**config.mk**
```make
export PLATFORM = sky130hd
export DESIGN_NAME = hs_channel_arbiter_flat
export DESIGN_NICKNAME = d
export VERILOG_FILES = /design/src/rtl/hs_arb_pkg.sv /design/src/rtl/hs_channel_arbiter_if.sv /design/src/rtl/hs_rr_pick.sv /design/src/rtl/hs_channel_arbiter.sv /design/src/flat_wrapper.sv
export SDC_FILE = /design/constraint.sdc
export NUM_CORES = 1
export LEC_CHECK = 0
export CAP_MARGIN = 20
export CORE_ASPECT_RATIO = 0.5
export CORE_UTILIZATION = 40
export CTS_CLUSTER_DIAMETER = 30
export DETAILED_ROUTE_END_ITERATION = 10
export PLACE_DENSITY_LB_ADDON = 0.08
export SYNTH_ARGS = -nofsm -noshare
export SYNTH_HDL_FRONTEND = slang
export SYNTH_HIERARCHICAL = 1
export SYNTH_SLANG_ARGS = --single-unit
```
**constraint.sdc**
```tcl
create_clock -name clk -period 1.8 [get_ports clk]
set_input_delay 0.36 -clock clk [delete_from_list [all_inputs] [get_ports clk]]
set_output_delay 0.36 -clock clk [all_outputs]
set_load 0.05 [all_outputs]
```
**src/rtl/hs_arb_pkg.sv**
```systemverilog
// hs_arb_pkg
//   Shared types and constants for the four-phase channel arbiter.
//   - arb_state_e : transaction phase (IDLE, REQ, ACK, REL)
//   - N_MIN/N_MAX : supported requester count range
//   - TIMEOUT_DEFAULT / CNT_W_DEFAULT : default watchdog limit and counter width
//   - id_width()  : width of a requester index for a given requester count
package hs_arb_pkg;

  typedef enum logic [1:0] {
    IDLE = 2'd0,
    REQ  = 2'd1,
    ACK  = 2'd2,
    REL  = 2'd3
  } arb_state_e;

  localparam int N_MIN           = 2;
  localparam int N_MAX           = 8;
  localparam int TIMEOUT_DEFAULT = 255;
  localparam int CNT_W_DEFAULT   = 16;

  function automatic int id_width(input int n);
    return (n > 1) ? $clog2(n) : 1;
  endfunction

endpackage

```
**src/rtl/hs_channel_arbiter_if.sv**
```systemverilog
// hs_channel_arbiter_if
//   Bundles the left-side requester handshakes, the shared right channel
//   handshake and the arbiter status outputs.
//   Parameters: N (requesters), CNT_W (transaction counter width).
//   Modports:
//     master - environment: drives l_req, r_ack; observes everything else
//     slave  - arbiter: consumes l_req, r_ack; drives l_ack, r_req, gnt_id,
//              busy, err, txn_cnt
interface hs_channel_arbiter_if
  import hs_arb_pkg::*;
#(
  parameter int N     = 2,
  parameter int CNT_W = CNT_W_DEFAULT
);
  localparam int ID_W = id_width(N);

  logic [N-1:0]     l_req;
  logic [N-1:0]     l_ack;
  logic             r_req;
  logic             r_ack;
  logic [ID_W-1:0]  gnt_id;
  logic             busy;
  logic             err;
  logic [CNT_W-1:0] txn_cnt;

  modport master (
    output l_req, r_ack,
    input  l_ack, r_req, gnt_id, busy, err, txn_cnt
  );

  modport slave (
    input  l_req, r_ack,
    output l_ack, r_req, gnt_id, busy, err, txn_cnt
  );

endinterface

```
**src/rtl/hs_rr_pick.sv**
```systemverilog
// hs_rr_pick
//   Combinational N-way circular priority picker. Searches the request
//   vector starting at index ptr and wrapping, returning the first set bit.
//   Ports:
//     req    in  N     request vector
//     ptr    in  ID_W  search start index (must be < N)
//     onehot out N     one-hot winner (zero when no request)
//     idx    out ID_W  winner index (zero when no request)
//     valid  out 1     any request present
//   Build option HS_ARB_ROUND_ROBIN_EN: when undefined the search always
//   starts at 0 (fixed priority, lowest index wins) and ptr is ignored.
module hs_rr_pick #(
  parameter int N    = 2,
  parameter int ID_W = 1
) (
  input  logic [N-1:0]    req,
  input  logic [ID_W-1:0] ptr,
  output logic [N-1:0]    onehot,
  output logic [ID_W-1:0] idx,
  output logic            valid
);

  logic [ID_W-1:0] ptr_eff;

`ifdef HS_ARB_ROUND_ROBIN_EN
  assign ptr_eff = ptr;
`else
  logic unused_ptr;
  assign unused_ptr = ^ptr;
  assign ptr_eff    = '0;
`endif

  // cand[k] = (ptr_eff + k) mod N, computed without a divider since
  // ptr_eff + k < 2N.
  logic [ID_W-1:0] cand [N];

  generate
    for (genvar gi = 0; gi < N; gi++) begin : g_cand
      logic [ID_W:0] sum;
      assign sum = {1'b0, ptr_eff} + (ID_W+1)'(gi);
      assign cand[gi] = (sum >= (ID_W+1)'(N)) ? ID_W'(sum - (ID_W+1)'(N))
                                               : sum[ID_W-1:0];
    end
  endgenerate

  always_comb begin
    onehot = '0;
    idx    = '0;
    valid  = 1'b0;
    for (int k = 0; k < N; k++) begin
      if (!valid && req[cand[k]]) begin
        valid             = 1'b1;
        idx               = cand[k];
        onehot[cand[k]]   = 1'b1;
      end
    end
  end

endmodule

```
**src/rtl/hs_channel_arbiter.sv**
```systemverilog
// hs_channel_arbiter
//   Shares one four-phase right channel (r_req/r_ack) between N left
//   requesters. Each granted transaction runs the full return-to-zero
//   sequence IDLE -> REQ -> ACK -> REL -> IDLE; the grant is held until the
//   right side has released (r_ack low).
//   Parameters: N (2..8), TIMEOUT (1..65535 wait cycles before err),
//               CNT_W (completed-transaction counter width).
//   Ports:
//     clk  in  single clock, rising edge
//     rst  in  synchronous, active-low reset
//     bus  slave modport of hs_channel_arbiter_if (l_req/l_ack per
//          requester, r_req/r_ack, gnt_id, busy, err, txn_cnt)
//   Build option HS_ARB_ROUND_ROBIN_EN: circular priority starting one past
//   the last owner; undefined gives fixed priority (lowest index wins).
module hs_channel_arbiter
  import hs_arb_pkg::*;
#(
  parameter int N       = 2,
  parameter int TIMEOUT = TIMEOUT_DEFAULT,
  parameter int CNT_W   = CNT_W_DEFAULT
) (
  input  logic               clk,
  input  logic               rst,
  hs_channel_arbiter_if.slave bus
);

  localparam int ID_W = id_width(N);
  localparam int WD_W = $clog2(TIMEOUT + 1);
  localparam logic [WD_W-1:0] WD_LAST = WD_W'(TIMEOUT - 1);

  arb_state_e       state_reg,    state_next;
  logic [N-1:0]     l_ack_reg,    l_ack_next;
  logic [N-1:0]     owner_oh_reg, owner_oh_next;
  logic             r_req_reg,    r_req_next;
  logic [ID_W-1:0]  gnt_id_reg,   gnt_id_next;
  logic             busy_reg,     busy_next;
  logic             err_reg,      err_next;
  logic [CNT_W-1:0] txn_cnt_reg,  txn_cnt_next;
  logic [WD_W-1:0]  wd_cnt_reg,   wd_cnt_next;

  logic [ID_W-1:0]  ptr;
  logic [N-1:0]     pick_onehot;
  logic [ID_W-1:0]  pick_idx;
  logic             pick_valid;
  logic             owner_req;
  logic             txn_done;
  logic             wd_wait;

  assign owner_req = |(bus.l_req & owner_oh_reg);
  assign txn_done  = (state_reg == REL) && !bus.r_ack;

`ifdef HS_ARB_ROUND_ROBIN_EN
  logic [ID_W-1:0] ptr_reg, ptr_next;

  always_comb begin
    ptr_next = ptr_reg;
    if (txn_done) begin
      ptr_next = (gnt_id_reg == ID_W'(N - 1)) ? '0 : gnt_id_reg + ID_W'(1);
    end
  end

  always_ff @(posedge clk) begin
    if (!rst) ptr_reg <= '0;
    else      ptr_reg <= ptr_next;
  end

  assign ptr = ptr_reg;
`else
  assign ptr = '0;
`endif

  hs_rr_pick #(
    .N    (N),
    .ID_W (ID_W)
  ) u_pick (
    .req    (bus.l_req),
    .ptr    (ptr),
    .onehot (pick_onehot),
    .idx    (pick_idx),
    .valid  (pick_valid)
  );

  always_comb begin
    state_next    = state_reg;
    l_ack_next    = l_ack_reg;
    owner_oh_next = owner_oh_reg;
    r_req_next    = r_req_reg;
    gnt_id_next   = gnt_id_reg;
    busy_next     = busy_reg;
    err_next      = err_reg;
    txn_cnt_next  = txn_cnt_reg;
    wd_cnt_next   = wd_cnt_reg;
    wd_wait       = 1'b0;

    case (state_reg)
      IDLE: begin
        if (pick_valid) begin
          gnt_id_next   = pick_idx;
          owner_oh_next = pick_onehot;
          r_req_next    = 1'b1;
          busy_next     = 1'b1;
          wd_cnt_next   = '0;
          state_next    = REQ;
        end
      end
      REQ: begin
        // A dropped owner request is deliberately not looked at here; it
        // is picked up once the channel has acknowledged.
        if (bus.r_ack) begin
          l_ack_next = owner_oh_reg;
          state_next = ACK;
        end else begin
          wd_wait = 1'b1;
        end
      end
      ACK: begin
        if (!owner_req) begin
          r_req_next  = 1'b0;
          wd_cnt_next = '0;
          state_next  = REL;
        end
      end
      REL: begin
        if (!bus.r_ack) begin
          l_ack_next   = '0;
          txn_cnt_next = txn_cnt_reg + CNT_W'(1);
          busy_next    = 1'b0;
          state_next   = IDLE;
        end else begin
          wd_wait = 1'b1;
        end
      end
      default: state_next = IDLE;
    endcase

    // The counter parks at TIMEOUT-1; the wait that would reach TIMEOUT
    // raises the sticky flag instead, so the count never wraps.
    if (wd_wait) begin
      if (wd_cnt_reg == WD_LAST) err_next = 1'b1;
      else                       wd_cnt_next = wd_cnt_reg + WD_W'(1);
    end
  end

  always_ff @(posedge clk) begin
    if (!rst) begin
      state_reg    <= IDLE;
      l_ack_reg    <= '0;
      owner_oh_reg <= '0;
      r_req_reg    <= 1'b0;
      gnt_id_reg   <= '0;
      busy_reg     <= 1'b0;
      err_reg      <= 1'b0;
      txn_cnt_reg  <= '0;
      wd_cnt_reg   <= '0;
    end else begin
      state_reg    <= state_next;
      l_ack_reg    <= l_ack_next;
      owner_oh_reg <= owner_oh_next;
      r_req_reg    <= r_req_next;
      gnt_id_reg   <= gnt_id_next;
      busy_reg     <= busy_next;
      err_reg      <= err_next;
      txn_cnt_reg  <= txn_cnt_next;
      wd_cnt_reg   <= wd_cnt_next;
    end
  end

  assign bus.l_ack   = l_ack_reg;
  assign bus.r_req   = r_req_reg;
  assign bus.gnt_id  = gnt_id_reg;
  assign bus.busy    = busy_reg;
  assign bus.err     = err_reg;
  assign bus.txn_cnt = txn_cnt_reg;

endmodule

```
**src/flat_wrapper.sv**
```systemverilog
// flat-port wrapper written by rule: the top's interface ports become plain ports
module hs_channel_arbiter_flat import hs_arb_pkg::*;
#(
  parameter int N       = 2,
  parameter int TIMEOUT = TIMEOUT_DEFAULT,
  parameter int CNT_W   = CNT_W_DEFAULT
)
  (clk, rst, bus_l_req, bus_r_ack, bus_l_ack, bus_r_req, bus_gnt_id, bus_busy, bus_err, bus_txn_cnt);
  hs_channel_arbiter_if #(.N(N), .CNT_W(CNT_W)) bus_i ();
  input  logic clk;
  input  logic rst;
  input wire logic [$bits(bus_i.l_req)-1:0] bus_l_req;
  input wire logic [$bits(bus_i.r_ack)-1:0] bus_r_ack;
  output wire logic [$bits(bus_i.l_ack)-1:0] bus_l_ack;
  output wire logic [$bits(bus_i.r_req)-1:0] bus_r_req;
  output wire logic [$bits(bus_i.gnt_id)-1:0] bus_gnt_id;
  output wire logic [$bits(bus_i.busy)-1:0] bus_busy;
  output wire logic [$bits(bus_i.err)-1:0] bus_err;
  output wire logic [$bits(bus_i.txn_cnt)-1:0] bus_txn_cnt;
  assign bus_i.l_req = bus_l_req;
  assign bus_i.r_ack = bus_r_ack;
  assign bus_l_ack = bus_i.l_ack;
  assign bus_r_req = bus_i.r_req;
  assign bus_gnt_id = bus_i.gnt_id;
  assign bus_busy = bus_i.busy;
  assign bus_err = bus_i.err;
  assign bus_txn_cnt = bus_i.txn_cnt;
  hs_channel_arbiter #(.N(N), .TIMEOUT(TIMEOUT), .CNT_W(CNT_W)) u_core (.clk(clk), .rst(rst), .bus(bus_i));
endmodule
```
==> flow_metrics.tcl <==
set metrics [dict create \
    fp.dieH_um 48.3 \
    cts_hold_buf 0 \
    ir_worst_vdd_v 0.000369 \
    power_mw 2.06 \
    finalSetupViolations 0 \
    dp_hpwl_um 2570 \
    placementRows 16 \
    wire_per_inst_um 11.8 \
    ios 27 \
    synth.avg_cell_area_um2 8.60 \
    worst-path-buf-inv 1 \
    clkTransAtPathRegs_ns 0.07 \
    drive_gt1_share_pct 24.4 \
    stdcell_count 296 \
    cpPeakStageDelay_ns 0.47 \
    tns_ns 0 \
    maxCapViolCount 0 \
    yosysWarnings 6 \
    power_density_nw_per_um2 947 \
    cts_buffer_depth 2 \
    syn_inst 199 \
    numCtsBuffers 5 \
    h-tree-depth 2 \
    post-place-ws_ns -0.219 \
    slew_viol_final 0 \
    die_w_um 94.5 \
    cp.arrival_ns 1.88 \
    synth_area_um2 1710 \
    drc 0 \
    clk_latency_ns 0.28 \
    ant_nets 0 \
    syn2layout_area_growth_pct 27.0 \
    port_buffers 26 \
    postLayoutCoreUtil_pct 54.3 \
    insertedDiodeCount 0 \
    final_nets 253 \
    min_period_over_period_pct 92.0 \
    fin_worst_skew_ns 0.00650 \
    rsz0062_at_grt "false" \
    status "finished, final reports clean" \
    path_class "input pin to flip-flop" \
    whs_ns 0.457 \
    wl_um 3490 \
    place_inst 287 \
    core-area_um2 4000 \
    root_buffer "clkbuf_8" \
    largest_register_ffs 16 \
    dpl_cell_area_um2 2070 \
    highest_layer "met4" \
    grt_pass1_vias 1288 \
    grt_overflow 0 \
    crit_family "simple AND/OR/NAND/NOR gates" \
    drt_first_iter_violations 53 \
    fmax_mhz 604 \
    slew_headroom_pct 79.8 \
    routed-wl-met3_um 140 \
    grt_usage_pct 16.6 \
    setup_slack_ns 0.145 \
    fin_crit_ns 1.66 \
    grt_pass1_wl_um 5590 \
    tightest_slew_ns 0.294 \
    cts_tree "done" \
    grt_max_degree 27 \
    crit_path_cell_trace "clkdlybuf4s50_1, and4b_1, nand2_2, or4_1, a21oi_1" \
    hold_viol 0 \
    end_kind "flip-flop" \
    cts.sinks 34 \
    crit_fanout 6 \
    power.leakage_nw 0.858 \
    wl_met2_um 1560 \
    gp_congestion 0.741 \
    min_path_type "flip-flop to flip-flop" \
    antenna_found_initial 0 \
    avgViaCountPerCell 5.18 \
    slowest_stage "clkdlybuf4s50_1" \
    cp-start-kind "input pin" \
    required_ns 2.02 \
    synth_nets 211 \
    die-area_um2 4560 \
    dr.pass1.iters 4 \
    nFillCells 409 \
    vias 1532 \
    drt-met1-wl_um 1760 \
    design_area_um2 2170 \
    start_util_pct 42.8 \
]
-- cell usage in the layout, fill, tap and decap left out, types with 2 or more instances in the layout --
master,n
buf_4,39
dfxtp_1,31
a21oi_1,18
nor2_1,15
nand2_1,14
nand3_1,11
inv_1,9
o21ai_0,9
xor2_1,8
ha_1,6
clkbuf_8,5
nand4_1,5
or3_1,5
o31ai_1,5
clkdlybuf4s50_1,4
or4_1,4
nor2b_1,3
a21o_1,3
mux2i_1,3
dfxtp_2,3
xnor2_1,2
mux2_2,2
and3_1,2
o21ai_1,2
o221ai_1,2
o21a_1,2
a311o_1,2
and4b_1,2
and4_1,2
nor3_1,2
-- final timing paths --
path                                    start  depth (start not counted)  slack (ns)                                   to
min            u_core/bus.gnt_id$_SDFFE_PN0P_                          2        0.46       u_core/bus.gnt_id$_SDFFE_PN0P_
max                                 bus_r_ack                          5        0.14  u_core/bus.txn_cnt[15]$_SDFFE_PN0P_
max reg2reg  u_core/state_reg[1]$_SDFFE_PN0P_                          5        0.17  u_core/bus.txn_cnt[15]$_SDFFE_PN0P_
min reg2reg    u_core/bus.gnt_id$_SDFFE_PN0P_                          2        0.46       u_core/bus.gnt_id$_SDFFE_PN0P_
-- where the power goes --
part / total, mW / switching, mW / internal [mW]
Clock: 0.557 / 0.284 / 0.273
Combinational: 0.639 / 0.372 / 0.267
Sequential: 0.864 / 0.0512 / 0.813
Total: 2.06 / 0.707 / 1.35
-- worst register-to-register path: stages, from the launching register on --
cell	delay, ns
dfxtp_1	0.36
ha_2	0.24
and4b_1	0.24
nand2_2	0.10
or4_1	0.47
a21oi_1	0.15
-- routing by layer --
layer,GRT usage (%),up-vias
li1,-,797
met2,29.6,16
met5,0,-
met3,5.61,5
met1,19.9,714
met4,5.45,0
-- cell type report --
| class | count | area, µm² | share of cell area, % |
|---|---|---|---|
| Timing Repair Buffer | 44 | 353 | 16.2 |
| Multi-Input combinational cell | 146 | 946 | 43.5 |
| Clock buffer | 6 | 72.6 | 3.34 |
| Clock inverter | 2 | 13.8 | 0.633 |
| Tap cell | 54 | 67.6 | 3.11 |
| Inverter | 10 | 37.5 | 1.73 |
| Sequential cell | 34 | 684 | 31.5 |
-- what timing repair did --
| action | 4_1_cts | 5_1_grt |
|---|---|---|
| setup endpoints to repair | 0 | 6 |
| buffers inserted | 0 | 1 |
| resized for setup | 0 | 2 |
Note: power is estimated with default switching activity, not from simulation.
